$ cat config.mk
export PLATFORM = sky130hd
export DESIGN_NAME = gpr_dump_reader
export DESIGN_NICKNAME = d
export VERILOG_FILES = /design/src/rtl/gpr_dump_reader.sv
export SDC_FILE = /design/constraint.sdc
export NUM_CORES = 1
export LEC_CHECK = 0
export CAP_MARGIN = 20
export CELL_PAD_IN_SITES_DETAIL_PLACEMENT = 0
export CELL_PAD_IN_SITES_GLOBAL_PLACEMENT = 1
export CORE_UTILIZATION = 45
export DETAILED_ROUTE_END_ITERATION = 6
export DONT_BUFFER_PORTS = 1
export PLACE_DENSITY_LB_ADDON = 0.1
export SLEW_MARGIN = 30
export SYNTH_ARGS = -nofsm -noshare
export SYNTH_HDL_FRONTEND = slang
export SYNTH_SLANG_ARGS = --single-unit
$ cat constraint.sdc
create_clock -name clk -period 1.9 [get_ports clk]
set_clock_uncertainty 0.05 [all_clocks]
set_input_delay 0.38 -clock clk [delete_from_list [all_inputs] [get_ports clk]]
set_output_delay 0.38 -clock clk [all_outputs]
set_load 0.005 [all_outputs]
$ cat src/rtl/gpr_dump_reader.sv
// gpr_dump_reader
// Read-side master for the GPR file. It walks a range of register indices on the
// rs read port and streams each captured word out over a valid/ready interface.
// The dump never touches the write port, so the CPU keeps running during a dump.
//
// Output handshake: out_valid/out_data/out_idx are registered. Once out_valid
// rises, out_data and out_idx hold until the cycle where out_valid && out_ready.
// That cycle transfers the word. out_valid never drops without a transfer,
// except on abort or reset.

module gpr_dump_reader #(
  parameter int NREG = 32,
  parameter int AW   = 5,
  parameter int DW   = 32
) (
  input  logic          clk,
  input  logic          reset,
  input  logic          start,
  input  logic [AW-1:0] first_idx,
  input  logic [AW-1:0] last_idx,
  input  logic          abort,
  output logic [AW-1:0] rd_addr,
  input  logic [DW-1:0] rd_data,
  output logic          out_valid,
  input  logic          out_ready,
  output logic [DW-1:0] out_data,
  output logic [AW-1:0] out_idx,
  output logic          busy,
  output logic          done,
  output logic [1:0]    dbg_state
);

  typedef enum logic [1:0] {
    ST_IDLE = 2'd0,
    ST_READ = 2'd1,
    ST_SEND = 2'd2
  } state_t;

  state_t        state;
  logic [AW-1:0] last_q;
  logic [AW-1:0] next_addr;
  logic          handshake;
  logic          at_last;

  // The index wraps from NREG-1 back to 0, so a range with last < first
  // continues through the top of the file.
  always_comb begin
    next_addr = rd_addr + 1'b1;
    if (rd_addr == AW'(NREG - 1)) begin
      next_addr = '0;
    end
  end

  // Decode the transfer and end-of-range conditions used by the FSM.
  always_comb begin
    handshake = out_valid && out_ready;
    at_last   = (out_idx == last_q);
  end

  // Expose the current state for debug and for binding checkers.
  always_comb begin
    dbg_state = state;
  end

  // Dump FSM. Every output is a register. done is a single-cycle pulse.
  always_ff @(posedge clk or posedge reset) begin
    if (reset) begin
      state     <= ST_IDLE;
      rd_addr   <= '0;
      last_q    <= '0;
      out_data  <= '0;
      out_idx   <= '0;
      out_valid <= 1'b0;
      busy      <= 1'b0;
      done      <= 1'b0;
    end else begin
      done <= 1'b0;
      case (state)
        ST_IDLE: begin
          // abort held together with start cancels the request before it begins.
          if (start && !abort) begin
            last_q  <= last_idx;
            rd_addr <= first_idx;
            busy    <= 1'b1;
            state   <= ST_READ;
          end
        end

        ST_READ: begin
          if (abort) begin
            out_valid <= 1'b0;
            busy      <= 1'b0;
            state     <= ST_IDLE;
          end else begin
            // busA has had a full cycle to settle on rd_addr. A GPR write on
            // this same edge is not visible yet, so the pre-write value is taken.
            out_data  <= rd_data;
            out_idx   <= rd_addr;
            out_valid <= 1'b1;
            state     <= ST_SEND;
          end
        end

        ST_SEND: begin
          if (abort) begin
            // abort outranks a transfer offered on the same edge.
            out_valid <= 1'b0;
            busy      <= 1'b0;
            state     <= ST_IDLE;
          end else if (handshake) begin
            out_valid <= 1'b0;
            if (at_last) begin
              done  <= 1'b1;
              busy  <= 1'b0;
              state <= ST_IDLE;
            end else begin
              rd_addr <= next_addr;
              state   <= ST_READ;
            end
          end
        end

        default: begin
          out_valid <= 1'b0;
          busy      <= 1'b0;
          state     <= ST_IDLE;
        end
      endcase
    end
  end

endmodule

==> results.cfg, run 1 <==
[layout]
multi_input_area_um2 = 826
finish.utilization_pct = 53.6
area_growth_pct = 10.7
fill_cells = 381
area.sequential_um2 = 1300
final_layout_size_suffix_gt1_share_pct = 16.4
n_antenna_cell = 0
finalNetCount = 219

[floorplanning]
initial_core_util_pct = 48.4
rows = 24
die_area_um2 = 5090
core_area_um2 = 4470
die_x_um = 71.4
ios = 94
die_y_um = 71.4

[critical_path]
crit_chain = xor2_1, a2111o_1, or2_1, a221o_1, a21o_1
critical_path_arrival_ns = 1.95
rrSetupSlack_ns = 0.1
worstSetupEndpointType = flip-flop
path_buf_inv = 0
critical-path-top-delay-family = compound AO/OA/AOI/OAI gates
rr_worst_depth = 5
r2r_start = out_idx[1]$_DFFE_PP0P_
r2r_end = busy$_DFFE_PP0P_
startpoint_type = flip-flop
crit_slowest_cell = dfrtp_1
cp.required_ns = 2.05
slowest_delay_ns = 0.42
critical_path_class = flip-flop to flip-flop
crit_fanout = 3

[synthesis]
syn_area_um2 = 2170
ys_seq_area_share_pct = 60.1
synth_top_area_share_pct = 60.1
ys_seq_elements = 52
yosysWarnings = 0
yosys.area.top_type = dfrtp_1
synthTopCellsByArea = dfrtp_1 (60%), mux2_1 (19%), mux2_2 (2.1%)
netlist_instances = 160
synth_fp_nets = 209
synth_cell_types = 35
synth.avg_cell_area_um2 = 13.5

[sta]
hold_viol_final = 0
drv_slew = 0
period_needed_ns = 1.80
max_freq_mhz = 554
postLayoutSetupSlackWorst_ns = 0.0958
fin_crit_sh_pct = 95.0
relSlewSlack_pct = 65.3
grt_setup_unrepaired = no
worst_pin_slew_ns = 0.518
tns_ns = 0
final-setup-viol-count = 0

[global_routing]
grt_first_pass_wirelength_um = 6490
gr-usage-met3_pct = 5.91
antenna_found_initial = 0
grt.total_usage_pct = 16.8
grt_pass1_vias = 1366
grt.busiest_layer = met2
grt.met2_usage_pct = 30.3
use_met1_pct = 18.2
grt_max_degree = 30
grt_overflow = 0

[power_and_ir_drop]
peakVddDrop_mv = 0.620
power.density_nw_per_um2 = 1260
power_mw = 3.02
p_leak_nw = 1.05

[cts]
cts_buffer_depth = 2
cts_buffers = 5
clock_latency_ns = 0.30
htree_levels = 2
clk_pin_slew_worst_paths_ns = 0.09
cts-root-buf = clkbuf_8
clkSinkCount = 52
cts_tree = yes

[outcome]
outcome = finished with violations
violations = design-rule violations

[routing]
dr.pass1.iters = 5
drt_iter0_drc = 30
drt.antenna.violating_nets = 0
via_count = 1271
drc = 8
totalWireLength_um = 3920
route.detailed.wl_per_inst_um = 17.6
drt-vias-per-instance = 5.70

[place]
io_buffers = 0
pre_cts_slack_ns = 0.0990
dp_hpwl_um = 3070
gp_congestion = 0.735

[worst_hold_path]
min-delay-path-class = input pin to flip-flop
worstHoldPathCells = 1
hold_path_end = dbg_state[1]$_DFFE_PP0P_
hp-start = abort

[run]
drv_cap = 0
sequential cells by signal, indices dropped and copies added, names as in the netlist:
register   count
out_valid      1
dbg_state      2
done           1
rd_addr        5
out_data      32
busy           1
last_q         5
out_idx        5
power by group:
| group | internal, mW | switching, mW |
|---|---|---|
| combinational | 0.324 | 0.268 |
| sequential | 1.49 | 0.322 |
| clock | 0.291 | 0.323 |
cells in the mapped netlist (all sizes together):
cell and number:
xor2 2, o221ai 1, a21o 1, nor3b 1, nor2b 2, nand3b 1, xnor2 1, a2111o 1
nor3 2, nand3 2, nand2 7, or2 2, a21oi 4, o21ai 12, nor2 6, mux2 40
mux2i 2, dfrtp 52, buf 6, a221o 1, inv 4, o311ai 1, nor4 1, nand2b 4
clkinv 1, ha 2, and3 1
placed cells by master, fill, tap and decap left out, types with 3 or more instances in the layout:
cell and n:
nand2b_1 3, clkbuf_8 6, dfrtp_1 52, mux2_1 36
buf_4 6, nor2_1 5, o21ai_1 8, nand2_1 7
mux2_2 4, o21ai_0 4, a21oi_1 3
how the worst max path moves through the flow:
stage | startpoint | end | slack, ns | depth (start not counted)
floorplan | out_idx[4]$_DFFE_PP0P_ | busy$_DFFE_PP0P_ | 0.18 | 5
global placement | out_idx[4]$_DFFE_PP0P_ | busy$_DFFE_PP0P_ | 0.12 | 5
detailed placement | out_idx[4]$_DFFE_PP0P_ | busy$_DFFE_PP0P_ | 0.1 | 5
CTS | out_idx[4]$_DFFE_PP0P_ | busy$_DFFE_PP0P_ | 0.08 | 5
global route | out_idx[1]$_DFFE_PP0P_ | busy$_DFFE_PP0P_ | 0.003 | 5
finish | out_idx[1]$_DFFE_PP0P_ | busy$_DFFE_PP0P_ | 0.1 | 5
final cells by class:
cell class,count,area share (%)
clock buffer,6,3.44
sequential,52,54.3
timing repair buffer,9,3.96
inverter,5,0.782
clock inverter,2,0.417
tap,52,2.71
multi-input combinational,97,34.4
timing repair:
action,CTS,global route
setup buffers,0,0
endpoints found under the hold margin,23,0
endpoints found under the setup margin,0,2
hold buffers,1,0
resized for setup,0,2
cell families (layout without fill, tap and decap cells):
| group | after synthesis | after routing | synth area share (%) |
|---|---|---|---|
| mux | 42 | 42 | 21.7 |
| simple gates | 29 | 29 | 7.11 |
| xor+xnor | 3 | 3 | 1.21 |
| fa+ha+maj | 2 | 2 | 1.16 |
| buf+inv | 11 | 22 | 2.37 |
| compound gates | 21 | 21 | 6.36 |
| flops | 52 | 52 | 60.1 |
per-layer routing:
layer  vias up  wire length, µm
li1        578                -
met4         0               43
met2        61             2090
met3         5              350
met5         -                0
met1       627             1440
through the flow:
stage / instances / hold slack (ns) / area, µm²
3_5_place_dp: 214 / 0.279 / 2290
2_1_floorplan: 160 / 0.391 / 2170
6_report: 223 / 0.0826 / 2400
3_3_place_gp: 214 / 0.264 / 2290
4_1_cts: 223 / 0.0667 / 2390
5_1_grt: 223 / 0.0660 / 2400
No activity file was read; power rests on OpenSTA's default activity.
==> run 2, diff against run 1 <==
- REMOVE_ABC_BUFFERS: unset -> 1
==> run 2 against run 1 <==
  * The flow still finishes with violations (design-rule violations)
  * Core utilization grew 0.70 points
  * Setup slack lost 0.055 ns
  * Global-route usage shrank 0.071 points
  * Maximum frequency shrank 2.9%
  * Die area is the same
  * Register-to-register slack lost 0.05 ns
  * Clock-buffer cell count shrank 1
  * Highest routed layer unchanged
==> results.cfg, run 2 (synthesis gave the netlist of run 1 again) <==
[global_routing]
grt_overflow = 0
grt_pass1_vias = 1392
grt_max_degree = 53
grt.total_usage_pct = 16.7
antenna_found_initial = 0
grt_first_pass_wirelength_um = 6440

[floorplanning]
rows = 24
ios = 94
initial_core_util_pct = 48.4
die_x_um = 71.4
die_y_um = 71.4
core_area_um2 = 4470
die_area_um2 = 5090

[layout]
layout_commonest_cell = dfrtp_1
finalNetCount = 220
design_area_um2 = 2430
final_layout_size_suffix_gt1_share_pct = 17.4
area_growth_pct = 12.2
regMostFlops = out_data
fill_cells = 399
n_antenna_cell = 0
largest_reg_flops = 32
final_cell_mix = dfrtp_1 (52), mux2_1 (36), o21ai_1 (8)

[critical_path]
crit_slowest_cell = dfrtp_1
critical_path_class = flip-flop to flip-flop
path_buf_inv = 0
worstSetupEndpointType = flip-flop
startpoint_type = flip-flop
crit_fanout = 3
critical-path-top-delay-family = compound AO/OA/AOI/OAI gates
crit_chain = xor2_1, a2111o_1, or2_1, a221o_1, a21o_1
cp.required_ns = 2.05
slowest_delay_ns = 0.43
critical_path_arrival_ns = 2.00

[routing]
drc = 7
totalWireLength_um = 4160
dr.pass1.iters = 5
drt_iter0_drc = 50
via_count = 1262
drt-vias-per-instance = 5.63
drt.antenna.violating_nets = 0
route.detailed.wl_per_inst_um = 18.6

[sta]
worst_pin_slew_ns = 0.284
postLayoutSetupSlackWorst_ns = 0.0412
fin_crit_sh_pct = 97.8
period_needed_ns = 1.86
hold_viol_final = 0
grt_setup_unrepaired = yes
relSlewSlack_pct = 81.1
drv_slew = 0
final-setup-viol-count = 0
max_freq_mhz = 538

[worst_hold_path]
min-delay-path-class = input pin to flip-flop

[place]
gp_congestion = 0.721
io_buffers = 0
pre_cts_slack_ns = 0.0485
dp_hpwl_um = 3120
dpl-instance-area_um2 = 2300

[power_and_ir_drop]
power.density_nw_per_um2 = 1310
power_mw = 3.18
p_leak_nw = 1.07
peakVddDrop_mv = 0.586

[run]
drv_cap = 0

[cts]
cts_tree = yes
clk_pin_slew_worst_paths_ns = 0.09
htree_levels = 2
clock_latency_ns = 0.30
clkSinkCount = 52
cts_buffer_depth = 2
postCtsSetupBuffers = 0
cts-root-buf = clkbuf_8
cts_buffers = 5

[outcome]
outcome = finished with violations
violations = design-rule violations
==> run 2: metal layers <==
layer / track usage (%) / wire length [µm]
met3: 7.88 / 448
met1: 19.3 / 1660
met2: 27.5 / 2010
met4: 5.56 / 47
met5: 0 / 0
==> run 2: path summary, 6_finish.rpt <==
kind	cells past startpoint	slack [ns]	startpoint	to
worst max-delay path	5	0.04	out_idx[1]$_DFFE_PP0P_	busy$_DFFE_PP0P_
worst min-delay path	1	0.08	abort	dbg_state[1]$_DFFE_PP0P_
worst max register to register	5	0.04	out_idx[1]$_DFFE_PP0P_	busy$_DFFE_PP0P_
worst min register to register	1	0.47	out_data[9]$_DFFE_PP0P_	out_data[9]$_DFFE_PP0P_
max in group asynchronous	3	1.04	reset	last_q[4]$_DFFE_PP0P_
min in group asynchronous	3	0.53	reset	out_data[7]$_DFFE_PP0P_
==> run 2: cell type report <==
| cell class | count | area [µm²] | area share [%] |
|---|---|---|---|
| flip-flops and latches | 52 | 1300 | 53.6 |
| clock inverters | 3 | 47.5 | 1.96 |
| well taps | 52 | 65.1 | 2.68 |
| multi-input cells | 97 | 826 | 34.0 |
| repair buffers | 10 | 103 | 4.22 |
| inverters | 5 | 18.8 | 0.772 |
| clock buffers | 5 | 68.8 | 2.83 |
==> run 2: where the power goes <==
part	switching, mW	total, mW	internal (mW)	leakage [nW]
registers	0.326	1.82	1.49	0.625
logic	0.275	0.609	0.334	0.382
clock network	0.356	0.752	0.397	0.0583
==> run 2: worst reg2reg max path: stages (launching register included) <==
cell      delay [ns]
dfrtp_1         0.43
xor2_1          0.16
a2111o_1        0.38
or2_1           0.25
a221o_1         0.31
a21o_1          0.18
==> run 2: what timing repair did <==
| item | in CTS | in global routing |
|---|---|---|
| setup endpoints to repair | 0 | 2 |
| endpoints found under the hold margin | 52 | 0 |
| hold buffers | 1 | 0 |
| resized for setup | 0 | 3 |
==> run 2: metrics by stage <==
| step | instances | setup TNS, ns | util (%) | hold slack (ns) |
|---|---|---|---|---|
| 2_1_floorplan | 154 | -35.10 | - | 0.391 |
| 3_3_place_gp | 215 | 0 | 51.4 | 0.282 |
| 3_5_place_dp | 215 | 0 | 51.4 | 0.289 |
| 4_1_cts | 224 | 0 | 54.2 | 0.0626 |
| 5_1_grt | 224 | -0.0231 | 54.3 | 0.0545 |
| 6_report | 224 | 0 | 54.3 | 0.0817 |
==> run 3, diff against run 2 <==
- CELL_PAD_IN_SITES_DETAIL_PLACEMENT: 0 -> 1
- CELL_PAD_IN_SITES_GLOBAL_PLACEMENT: 1 -> 2
- CORE_UTILIZATION: 45 -> 39
==> run 3 against run 2 <==
  * The run now ends clean
  * Register-to-register slack better by 0.03 ns
  * Combinational power up 4.8%
  * Clock power up 2.8%
  * Sequential power about the same
  * Critical path depth unchanged
  * Wire length up 6.2%
  * Final area up 0.67%
  * Setup slack better by 0.028 ns
  * Global-route usage down 0.20 points
==> results.cfg, run 3 (synthesis gave the netlist of run 1 again) <==
[worst_hold_path]
min-delay-path-class = input pin to flip-flop

[critical_path]
crit_fanout = 3
cp.required_ns = 2.05
worstSetupEndpointType = flip-flop
critical_path_arrival_ns = 1.98
startpoint_type = flip-flop
critical_path_class = flip-flop to flip-flop

[place]
gp_congestion = 0.738
dp_hpwl_um = 3430
io_buffers = 0
pre_cts_slack_ns = 0.0673
dp_cells = 233
dpl-instance-area_um2 = 2320

[routing]
route.detailed.wl_per_inst_um = 18.3
totalWireLength_um = 4420
via_count = 1270
drt_iter0_drc = 66
drt.antenna.violating_nets = 0
drc = 0
dr.pass1.iters = 2
drt-vias-per-instance = 5.25

[global_routing]
grt_max_degree = 39
antenna_found_initial = 0
grt_pass1_vias = 1513
grt.busiest_layer = met2
gr-usage-met3_pct = 8.38
use_met1_pct = 17.8
grt.met2_usage_pct = 27.9
grt_first_pass_wirelength_um = 7450
grt.total_usage_pct = 16.5
grt_overflow = 0

[sta]
fin_crit_sh_pct = 96.4
period_needed_ns = 1.83
max_freq_mhz = 546
postLayoutSetupSlackWorst_ns = 0.0691
hold_viol_final = 0
relSlewSlack_pct = 68.4
worst_pin_slew_ns = 0.474
final-setup-viol-count = 0
drv_slew = 0
grt_setup_unrepaired = no

[power_and_ir_drop]
pwr-share-comb_pct = 19.8
peakVddDrop_mv = 0.586
p_int_mw = 2.23
p_leak_nw = 1.07
seqPwrFrac_pct = 56.2
swShare_pct = 30.7
power_mw = 3.22
power.density_nw_per_um2 = 1320
p_sw_mw = 0.990
clock_power_share_pct = 24.0

[layout]
final_layout_size_suffix_gt1_share_pct = 16.3
layout_commonest_cell = dfrtp_1
largest_reg_flops = 32
finalNetCount = 220
regMostFlops = out_data
area_growth_pct = 12.9
final_cell_mix = dfrtp_1 (52), mux2_1 (36), o21ai_1 (8)
n_antenna_cell = 0
design_area_um2 = 2450
final_cells = 242

[cts]
cts_tree = yes
cts-root-buf = clkbuf_8
htree_levels = 2
cts_buffers = 5
clkSinkCount = 52
cts_buffer_depth = 2
clock_latency_ns = 0.30
clk_pin_slew_worst_paths_ns = 0.10

[outcome]
outcome = finished clean

[floorplanning]
die_y_um = 76.5
initial_core_util_pct = 41.4
ios = 94
rows = 26
die_area_um2 = 5860
die_x_um = 76.5
core_area_um2 = 5240

[run]
drv_cap = 0
run 3: final cells by class:
type / instances / area, µm²
Inverter: 5 / 18.8
Multi-Input combinational cell: 97 / 821
Tap cell: 70 / 87.6
Clock inverter: 3 / 46.3
Sequential cell: 52 / 1300
Timing Repair Buffer: 10 / 103
Clock buffer: 5 / 68.8
Fill cell: 544 / 2790
run 3: stage by stage:
stage                     TNS [ns]  hold slack (ns)  util, %
after floorplan             -35.10            0.391        -
after global placement           0            0.256     44.3
after detailed placement         0            0.271     44.3
after CTS                        0           0.0697     46.7
after global routing             0           0.0619     46.7
final                            0           0.0798     46.7
run 3: path summary, 6_finish.rpt:
path	from	to	slack (ns)	cells after the start
worst min-delay path	abort	dbg_state[1]$_DFFE_PP0P_	0.08	1
worst max-delay path	last_q[0]$_DFFE_PP0P_	busy$_DFFE_PP0P_	0.07	5
worst max register to register	last_q[0]$_DFFE_PP0P_	busy$_DFFE_PP0P_	0.07	5
worst min register to register	out_data[12]$_DFFE_PP0P_	out_data[12]$_DFFE_PP0P_	0.47	1
max in group asynchronous	reset	out_idx[3]$_DFFE_PP0P_	0.79	3
min in group asynchronous	reset	out_data[22]$_DFFE_PP0P_	0.50	2
run 3: power by group through the flow:
stage	combinational (mW)	sequential, mW	clock, mW
finish	0.638	1.81	0.773
global route	0.723	1.87	0.833
CTS	0.659	1.83	0.800
detailed placement	0.654	1.85	0
global placement	0.612	1.82	0
floorplan	0.443	1.76	0
run 3: layer usage:
layer / vias up / part of all wire (%)
met1: 631 / 39
li1: 578 / -
met4: 0 / 1.3
met5: - / 0
met2: 56 / 50
met3: 5 / 10
run 3: critical path, cell delays in order (launching register included):
cell and delay (ns):
dfrtp_1 0.41, nor2b_1 0.14, a2111o_1 0.42, or2_1 0.24
a221o_1 0.29, a21o_1 0.18
run 3: repair_timing:
action | CTS | global route
buffers inserted | 0 | 0
endpoints found under the hold margin | 21 | 0
hold buffers | 1 | 0
gates resized for setup | 0 | 1
endpoints found under the setup margin | 0 | 1
